===== src/rtl/npu_act_pkg.sv =====
// Shared FSM encoding and LUT index constants for the NPU activation LUT controller.
package npu_act_pkg;

  typedef enum logic [1:0] {
    ST_IDLE  = 2'd0,
    ST_LOAD  = 2'd1,
    ST_RUN   = 2'd2,
    ST_DRAIN = 2'd3
  } act_state_e;

  // 16 normal entries, then the overflow and underflow entries.
  localparam int LUT_NORMAL_ENTRIES  = 16;
  localparam int LUT_OVF_IDX         = 16;
  localparam int LUT_UDF_IDX         = 17;
  localparam int LUT_ENTRIES_DEFAULT = 18;

endpackage


===== src/rtl/act_res_fifo.sv =====
// Synchronous count-based result FIFO; simultaneous push/pop keeps the count.
module act_res_fifo #(
  parameter int DATA_WIDTH = 8,
  parameter int DEPTH      = 4
) (
  input  logic                             i_clk,
  input  logic                             i_rst_n,
  input  logic                             i_push,
  input  logic [DATA_WIDTH-1:0]            i_wdat,
  input  logic                             i_pop,
  output logic [DATA_WIDTH-1:0]            o_rdat,
  output logic [$clog2(DEPTH+1)-1:0]       o_count,
  output logic                             o_empty
);
  localparam int CNT_W = $clog2(DEPTH + 1);
  localparam int PTR_W = (DEPTH > 1) ? $clog2(DEPTH) : 1;

  logic [DATA_WIDTH-1:0] mem [DEPTH];
  logic [PTR_W-1:0]      wr_ptr, rd_ptr;
  logic [CNT_W-1:0]      count;
  logic                  full, do_push, do_pop;

  function automatic logic [PTR_W-1:0] ptr_inc(input logic [PTR_W-1:0] p);
    return (p == PTR_W'(DEPTH - 1)) ? '0 : p + PTR_W'(1);
  endfunction

  assign full    = (count == CNT_W'(DEPTH));
  assign o_empty = (count == '0);
  assign do_pop  = i_pop && !o_empty;
  assign do_push = i_push && (!full || do_pop);

  always_ff @(posedge i_clk or negedge i_rst_n) begin
    if (!i_rst_n) begin
      wr_ptr <= '0;
      rd_ptr <= '0;
      count  <= '0;
    end else begin
      if (do_push) wr_ptr <= ptr_inc(wr_ptr);
      if (do_pop)  rd_ptr <= ptr_inc(rd_ptr);
      case ({do_push, do_pop})
        2'b10:   count <= count + CNT_W'(1);
        2'b01:   count <= count - CNT_W'(1);
        default: count <= count;
      endcase
    end
  end

  // Storage carries data only, so it is left out of reset.
  always_ff @(posedge i_clk) begin
    if (do_push) mem[wr_ptr] <= i_wdat;
  end

  assign o_rdat  = mem[rd_ptr];
  assign o_count = count;

endmodule


===== src/rtl/act_lut_ctrl.sv =====
// Activation LUT controller: LUT table load, element streaming through the LUT read
// pipeline and in-order result buffering. Optional stall counter: ACT_LUT_PERF_EN.
module act_lut_ctrl
  import npu_act_pkg::*;
#(
  parameter int DATA_WIDTH  = 8,
  parameter int ADDR_WIDTH  = 5,
  parameter int LUT_ENTRIES = LUT_ENTRIES_DEFAULT,
  parameter int FIFO_DEPTH  = 4
) (
  input  logic                  i_clk,
  input  logic                  i_rst_n,
  input  logic                  i_load_start,
  input  logic                  i_load_vld,
  output logic                  o_load_rdy,
  input  logic [DATA_WIDTH-1:0] i_load_dat,
  output logic                  o_lut_we,
  output logic [ADDR_WIDTH-1:0] o_lut_waddr,
  output logic [DATA_WIDTH-1:0] o_lut_wdat,
  input  logic                  i_run_start,
  input  logic [15:0]           i_run_len,
  input  logic                  i_dat_vld,
  output logic                  o_dat_rdy,
  input  logic [DATA_WIDTH-1:0] i_dat,
  output logic                  o_gen_vld,
  output logic [DATA_WIDTH-1:0] o_gen_dat,
  input  logic [DATA_WIDTH-1:0] i_lut_rdat,
  output logic                  o_res_vld,
  input  logic                  i_res_rdy,
  output logic [DATA_WIDTH-1:0] o_res_dat,
  output logic                  o_busy,
  output logic                  o_done
`ifdef ACT_LUT_PERF_EN
  ,
  output logic [15:0]           o_stall_cnt
`endif
);
  localparam int CNT_W = $clog2(FIFO_DEPTH + 1);

  act_state_e            state;
  logic [ADDR_WIDTH-1:0] load_addr;
  logic [15:0]           run_len_q, acc_cnt;
  logic                  vld_p1, vld_p2;
  logic [CNT_W-1:0]      fifo_cnt;
  logic                  fifo_empty;
  logic [CNT_W:0]        outstanding;
  logic                  load_acc, load_last, dat_acc, acc_last, res_pop, drain_done, run_go;

  assign load_acc  = (state == ST_LOAD) && i_load_vld;
  assign load_last = (load_addr == ADDR_WIDTH'(LUT_ENTRIES - 1));
  assign run_go    = (state == ST_IDLE) && !i_load_start && i_run_start && (i_run_len != 16'd0);

  // Elements in the read pipeline plus buffered results bound further acceptance,
  // so a capture always finds a free FIFO slot.
  assign outstanding = {1'b0, fifo_cnt} + {{CNT_W{1'b0}}, vld_p1} + {{CNT_W{1'b0}}, vld_p2};

  assign o_load_rdy  = (state == ST_LOAD);
  assign o_lut_we    = load_acc;
  assign o_lut_waddr = load_addr;
  assign o_lut_wdat  = i_load_dat;

  assign o_dat_rdy = (state == ST_RUN) && (outstanding < (CNT_W+1)'(FIFO_DEPTH)) &&
                     (acc_cnt < run_len_q);
  assign dat_acc   = o_dat_rdy && i_dat_vld;
  assign acc_last  = ((acc_cnt + 16'd1) == run_len_q);
  assign o_gen_vld = dat_acc;
  assign o_gen_dat = i_dat;

  assign o_res_vld  = !fifo_empty;
  assign res_pop    = o_res_vld && i_res_rdy;
  assign drain_done = (state == ST_DRAIN) && !vld_p1 && !vld_p2 &&
                      (fifo_cnt == CNT_W'(1)) && res_pop;
  assign o_done     = drain_done;
  assign o_busy     = (state != ST_IDLE);

  always_ff @(posedge i_clk or negedge i_rst_n) begin
    if (!i_rst_n) begin
      state     <= ST_IDLE;
      load_addr <= '0;
      run_len_q <= '0;
      acc_cnt   <= '0;
    end else begin
      case (state)
        ST_IDLE: begin
          if (i_load_start) begin
            state     <= ST_LOAD;
            load_addr <= '0;
          end else if (run_go) begin
            state     <= ST_RUN;
            run_len_q <= i_run_len;
            acc_cnt   <= '0;
          end
        end
        ST_LOAD: begin
          if (load_acc) begin
            if (load_last) state <= ST_IDLE;
            else           load_addr <= load_addr + ADDR_WIDTH'(1);
          end
        end
        ST_RUN: begin
          if (dat_acc) begin
            acc_cnt <= acc_cnt + 16'd1;
            if (acc_last) state <= ST_DRAIN;
          end
        end
        ST_DRAIN: begin
          if (drain_done) state <= ST_IDLE;
        end
        default: state <= ST_IDLE;
      endcase
    end
  end

  // ---- p1/p2: address-generator stage, then LUT RAM read; capture at p2 ----
  always_ff @(posedge i_clk or negedge i_rst_n) begin
    if (!i_rst_n) begin
      vld_p1 <= 1'b0;
      vld_p2 <= 1'b0;
    end else begin
      vld_p1 <= dat_acc;
      vld_p2 <= vld_p1;
    end
  end

  act_res_fifo #(
    .DATA_WIDTH(DATA_WIDTH),
    .DEPTH     (FIFO_DEPTH)
  ) u_res_fifo (
    .i_clk  (i_clk),
    .i_rst_n(i_rst_n),
    .i_push (vld_p2),
    .i_wdat (i_lut_rdat),
    .i_pop  (res_pop),
    .o_rdat (o_res_dat),
    .o_count(fifo_cnt),
    .o_empty(fifo_empty)
  );

`ifdef ACT_LUT_PERF_EN
  logic [15:0] stall_cnt;

  function automatic logic [15:0] sat_inc16(input logic [15:0] v);
    return (v == 16'hFFFF) ? v : v + 16'd1;
  endfunction

  always_ff @(posedge i_clk or negedge i_rst_n) begin
    if (!i_rst_n) begin
      stall_cnt <= '0;
    end else if (run_go) begin
      stall_cnt <= '0;
    end else if (((state == ST_RUN) || (state == ST_DRAIN)) && o_res_vld && !i_res_rdy) begin
      stall_cnt <= sat_inc16(stall_cnt);
    end
  end

  assign o_stall_cnt = stall_cnt;
`endif

endmodule


===== config.mk =====
export PLATFORM = sky130hd
export DESIGN_NAME = act_lut_ctrl
export DESIGN_NICKNAME = d
export VERILOG_FILES = /design/src/rtl/npu_act_pkg.sv /design/src/rtl/act_res_fifo.sv /design/src/rtl/act_lut_ctrl.sv
export SDC_FILE = /design/constraint.sdc
export NUM_CORES = 1
export LEC_CHECK = 0
export ABC_AREA = 1
export BUFFER_PORTS_ARGS = -buffer_cell sky130_fd_sc_hd__buf_4
export CORE_MARGIN = 2
export CORE_UTILIZATION = 55
export CTS_BUF_LIST = sky130_fd_sc_hd__clkbuf_4
export DETAILED_ROUTE_END_ITERATION = 10
export PLACE_DENSITY = 0.78
export SLEW_MARGIN = 20
export SYNTH_ARGS = -nofsm -noshare
export SYNTH_HDL_FRONTEND = slang
export SYNTH_SLANG_ARGS = --single-unit

===== constraint.sdc =====
create_clock -name i_clk -period 2.4 [get_ports i_clk]
set_clock_uncertainty 0.05 [all_clocks]
set_input_delay 0.24 -clock i_clk [delete_from_list [all_inputs] [get_ports i_clk]]
set_output_delay 0.24 -clock i_clk [all_outputs]
set_load 0.02 [all_outputs]

Word level (Yosys, flattened, before mapping):

Memory sizes are Yosys's and may differ from the RTL's.
Index checks and enable logic that the tools add are counted.

* memories kept: 1
* register bits: 48
* ROM bits: 0
* bits in writable memories: 32
* output and inout port bits: 36
* bits of input ports: 47
* bits in latches: 0
* logic and storage cells: 94

Memory list
* u_res_fifo.mem: words 4, width 8, read ports 1, clocked after Yosys merged registers in 0, wr ports 1, line act_res_fifo.sv:18 `logic [DATA_WIDTH-1:0] mem [DEPTH];`

* divide/modulo/power cells: 0
* reductions and logical operators: 31
* bitwise operators: 1
* $mul: 0
* shifts and indexed selects: 0
* magnitude comparators: 2
* equality and inequality tests: 21
* add/subtract/negate cells: 8
* muxes and demuxes: 21

Operator list (number)
* 2-to-1 mux 16 bit: 3
* one-hot mux 16 bit (2 select lines): 1
* 2-to-1 mux 2 bit: 9
* adder 16 x 1 -> 16 bit, second input constant: 1
* equality test 16 bit: 1
* less-than comparator 16 bit: 1
* nonzero test 16 bit: 1
* 2-to-1 mux 5 bit: 3
* logical AND 1 bit: 14
* != test 2 bit, second input constant: 7
* equality test 2 bit, second input constant: 5
* one-hot mux 5 bit (2 select lines): 1
* one-hot mux 2 bit (4 select lines): 1
* AND reduction 4 bit: 2
* nonzero test 2 bit: 4
* one-hot mux 3 bit (2 select lines): 1
* AND reduction 6 bit: 1
* adder 5 x 1 -> 5 bit, second input constant: 1
* equality test 5 bit, second input constant: 1
* logical NOT 1 bit: 5
* adder 2 x 1 -> 2 bit, second input constant: 2
* adder 3 x 1 -> 4 bit: 1
* adder 4 x 1 -> 4 bit: 1
* equality test 2 x 1 -> 1 bit, second input constant: 2
* 13 further kinds: 15

Longest topological paths before layout:

* word-level depth: 8
* gate-level depth with buffers: 16
* gate-level depth less buffers: 16

Modules after synthesis:

From an unflattened synthesis, not the netlist that was laid out.

* cells, all modules: 567
* area total of the unflattened synthesis: 4705.8 um^2

By module, submodules not included
* act_lut_ctrl: cells an instance 431, seq. area each 1026.0 um^2, area each 3037.9 um^2, times used 1
* act_res_fifo: cells an instance 136, seq. area each 1136.1 um^2, area each 1667.8 um^2, times used 1

Worst setup path before layout:

Ideal clock, no wire load.

* path kind: reg2reg
* start: register u_res_fifo.count[0], in the netlist u_res_fifo.o_count[0]
* end: register state[1]
* data required time: 2.233 ns
* setup slack: 0.123 ns
* arrival time: 2.110 ns
* clock period less this slack: 2.277 ns
* library setup time: 0.117 ns
* buffers on the path: 0
* stages on the path, launching flop included: 13
* cell sequence: dfrtp_1 inv_1 ha_1 nand2_1 nand2_1 nor3_1 o21ai_0 inv_1 o21ai_0 nor2_1 nand2_1 nand2_1 nand2_1

* elaborated cells between the ends (all ways): 15
* classes of those cells: 2 x add/sub; 1 x order compare; 3 x eq/ne; 9 x reduce/logical

RTL lines
* start, declared: line act_res_fifo.sv:20 `logic [CNT_W-1:0] count;`
* start signal, assigned: line act_res_fifo.sv:41 `2'b10: count <= count + CNT_W'(1);`
* start signal, assigned: line act_res_fifo.sv:42 `2'b01: count <= count - CNT_W'(1);`
* start signal, assigned: line act_res_fifo.sv:43 `default: count <= count;`
* logical NOT 3 bit: line act_res_fifo.sv:28 `assign o_empty = (count == '0);`
* logical NOT 1 bit: line act_lut_ctrl.sv:69 `assign o_res_vld = !fifo_empty;`
* net o_res_vld: line act_lut_ctrl.sv:28 `output logic o_res_vld,`
* logical AND 1 bit: line act_lut_ctrl.sv:70 `assign res_pop = o_res_vld && i_res_rdy;`
* logical AND 1 bit: line act_lut_ctrl.sv:72 `(fifo_cnt == CNT_W'(1)) && res_pop;`
* net o_done: line act_lut_ctrl.sv:32 `output logic o_done`
* != test 2 bit (no source line)
* AND reduction 6 bit (no source line)
* end signal, assigned: line act_lut_ctrl.sv:78 `state <= ST_IDLE;`
* end signal, assigned: line act_lut_ctrl.sv:86 `state <= ST_LOAD;`
* end signal, assigned: line act_lut_ctrl.sv:89 `state <= ST_RUN;`
* end, declared: line act_lut_ctrl.sv:40 `act_state_e state;`

The timed path passes the listed nets, and every way through them passes these cells.
A chain may end at the register's enable or synchronous reset.

Worst setup path in the final report:

* start: register acc_cnt[9]
* end: output port o_gen_vld

* cells in the longest elaborated chain, start to end: 3

RTL lines
* start, declared: line act_lut_ctrl.sv:42 `logic [15:0] run_len_q, acc_cnt;`
* start signal, assigned: line act_lut_ctrl.sv:102 `acc_cnt <= acc_cnt + 16'd1;`
* less-than comparator 16 bit: line act_lut_ctrl.sv:63 `(acc_cnt < run_len_q);`
* logical AND 1 bit: line act_lut_ctrl.sv:62 `assign o_dat_rdy = (state == ST_RUN) && (outstanding < (CNT_W+1)'(FIFO_DEPTH)) &&`
* logical AND 1 bit: line act_lut_ctrl.sv:64 `assign dat_acc = o_dat_rdy && i_dat_vld;`
* end, declared: line act_lut_ctrl.sv:25 `output logic o_gen_vld,`

Every way passes these cells.

==> results.yml <==
cts:
  cts.clk_slew.worst_paths_ps: 140
  clock-root-buffer: "clkbuf_4"
  insertion_delay_ps: 440
  clock-sinks: 80
  cts.path.max_buffers: 2
  cts_tree: "yes"
  htreeDepth: 3
  cts_buffers: 9
finish:
  seqCellArea_um2: 2170
  drive_gt1_share_pct: 20.4
  syn_to_final_growth_pct: 21.7
  final_nets: 713
  nFillCells: 650
  fin_cells: 746
  diodes: 0
  multi_input_area_um2: 2130
  fin_util_pct: 68.9
  finalInstanceArea_um2: 5660
logic_synthesis:
  netlist-cell-type-count: 36
  synthMuxAreaShare_pct: 0.457
  ys_ff_latch: 80
  synth_fa_ha_area_share_pct: 8.07
  syn_area_um2: 4650
  synth_top_area_share_pct: 25.8
  synthSimpleGateAreaFrac_pct: 23.7
  synth_compound_area_share_pct: 10.6
  synth_edf_count: 32
  synthArstFlopShare_pct: 60.0
  synthCells: 552
  synth_area_leader_cell: "dfrtp_1"
  synth_xor_area_share_pct: 1.64
  synth_top_family_by_area: "simple AND/OR/NAND/NOR gates"
  post_synth.cell_area_avg_um2: 8.42
  synthTopCellsByArea: "dfrtp_1, edfxtp_1, nand2_1"
  synth.net_count: 629
  yosysWarnings: 0
  ys.flop_type: "dfrtp_1"
  yosysSeqAreaShare_pct: 46.5
sta:
  setup_ws_ps: 69.5
  min_period_over_period_pct: 97.1
  timing.hold.ws_ps: 151
  period_needed_ps: 2330
  max_freq_mhz: 429
  tns_ps: 0
  setup_viol_count_final: 0
  worst_pin_slew_ps: 644
  maxSlewViolCount: 0
  rsz0062_at_grt: "yes"
  relSlewSlack_pct: 56.9
  final_hold_viol_count: 0
floorplan:
  die_w_um: 95.9
  row_count: 33
  start_util_pct: 56.6
  die_area_um2: 9210
  coreArea_um2: 8220
  die_h_um: 95.9
  io_pins: 83
setup_path:
  crit_required_ps: 2110
  path_cells: "ha_1 -> a21oi_1 -> nand3b_1 -> a21oi_1 -> nor2_2 -> nand3_4 -> inv_4 -> buf_6"
  crit_slowest_cell: "dfrtp_2"
  crit_top_cell: "a21oi_1"
  critPathMaxStageDelay_ps: 470
  arrival_ps: 2040
  end_kind: "primary output"
  crit_type: "flip-flop to primary output"
  cp_top_family: "flip-flops"
  cp_num_buf_inv: 2
  crit_fanout: 6
  critPathLaunchType: "flip-flop"
placed_design:
  dpl_cell_area_um2: 5060
  place_inst: 692
  io_buffers: 50
  dp_hpwl_mm: 7.40
  place_congestion: 1.01
  dp_slack_ps: 100
power_and_ir_drop:
  p_leak_nw: 2.53
  power.total_mw: 5.18
  peakVddDrop_mv: 0.429
  pwr_density_cell_nw_per_um2: 915
detailed_routing:
  num_vias: 4051
  drc: 0
  drt-initial-drc-count: 192
  via_per_inst: 5.43
  routedWlPerCell_um: 14.6
  wirelength_mm: 10.9
  antenna_left: 0
  firstDrtPassIters: 5
run_status:
  status: "finished clean"
flow_run:
  drv_cap: 0
hold_path:
  hold_class: "primary input to flip-flop"
global_routing:
  grt_util_all_layers_pct: 24.3
  grt_pass1_wl_mm: 16.9
  grt_overflow: 0
  grt_max_degree: 49
  grt_pass1_vias: 3642
  grt_antenna_before_repair: 0
Yosys cell counts, types with 5 or more instances:
master    count
nand2_1     134
inv_1        65
nor2_1       56
dfrtp_1      48
o21ai_0      48
nand3_1      34
edfxtp_1     32
ha_1         30
buf_4        16
o21ai_2      12
nand4_1      11
a21oi_1       9
o22ai_1       9
clkbuf_1      7
nor3_1        5
routing by layer:
layer / global-route usage (%) / up-vias / part of all wire [%] / routed length (µm)
met4: 8.45 / 0 / 1.1 / 122
met2: 40.4 / 131 / 50 / 5450
li1: - / 1981 / - / -
met5: 0 / - / 0 / 0
met3: 5.09 / 12 / 6.0 / 654
met1: 31.6 / 1927 / 43 / 4650
timing repair:
| action | 4_1_cts | 5_1_grt |
|---|---|---|
| resized for setup | 5 | 18 |
| setup buffers | 3 | 8 |
| hold buffers | 26 | 0 |
| endpoints found under the hold margin | 97 | 0 |
| cloned | 0 | 1 |
| pin swaps | 3 | 5 |
| setup endpoints to repair | 2 | 19 |
worst paths after layout:
| kind | from | to | slack [ps] | cells past startpoint |
|---|---|---|---|---|
| max | acc_cnt[9] | o_gen_vld | 70 | 8 |
| min | i_res_rdy | u_res_fifo.rd_ptr[0] | 150 | 4 |
| max reg2reg | acc_cnt[9] | state[1] | 150 | 13 |
| min reg2reg | vld_p1 | vld_p2 | 370 | 0 |
| max in group asynchronous | i_rst_n | acc_cnt[9] | 1540 | 2 |
| min in group asynchronous | i_rst_n | u_res_fifo.rd_ptr[0] | 300 | 2 |
worst register-to-register path: stages (launching register included):
cell and delay [ps]:
dfrtp_2 470, ha_1 300, a21oi_1 150, nand3b_1 120, a21oi_1 100, nor2_2 170
nand3_4 110, buf_4 170, nand2_2 130, inv_1 60, nor2_1 160, nand2_1 80
nand2_1 60, nand2_1 50
kinds of logic (layout without fill, tap and decap cells):
| group | count (synthesis) | in the layout |
|---|---|---|
| flops | 80 | 80 |
| mux | 2 | 2 |
| fa+ha+maj | 30 | 30 |
| simple gates | 257 | 257 |
| buf+inv | 92 | 180 |
| xor+xnor | 7 | 7 |
| compound gates | 84 | 85 |
placed cells by master (no fill, tap or decap), types with 11 or more instances in the layout:
cell type / instances
buf_4: 69
dfrtp_1: 42
dlygate4sd3_1: 26
edfxtp_1: 32
ha_1: 28
inv_1: 59
nand2_1: 133
nand3_1: 34
nand4_1: 11
nor2_1: 55
o21ai_0: 47
o21ai_2: 12
flip-flops by register name, indices dropped and copies added (netlist names):
register / cells
u_res_fifo.rd_ptr: 2
u_res_fifo.wr_ptr: 2
u_res_fifo.mem: 32
state: 2
acc_cnt: 16
run_len_q: 16
o_lut_waddr: 5
vld_p2: 1
u_res_fifo.o_count: 3
vld_p1: 1
power by group:
part / total (mW) / switching (mW) / internal (mW)
Clock: 0.980 / 0.534 / 0.446
Sequential: 1.90 / 0.216 / 1.68
Combinational: 2.30 / 1.39 / 0.908
Total: 5.18 / 2.14 / 3.04
layout make-up:
cell class | count | share of cell area, %
multi-input cells | 381 | 37.6
clock inverters | 7 | 1.92
inverters | 67 | 4.49
flip-flops and latches | 80 | 38.3
repair buffers | 97 | 14.1
clock buffers | 9 | 1.19
well taps | 105 | 2.32
(Power assumes the default switching activity.)
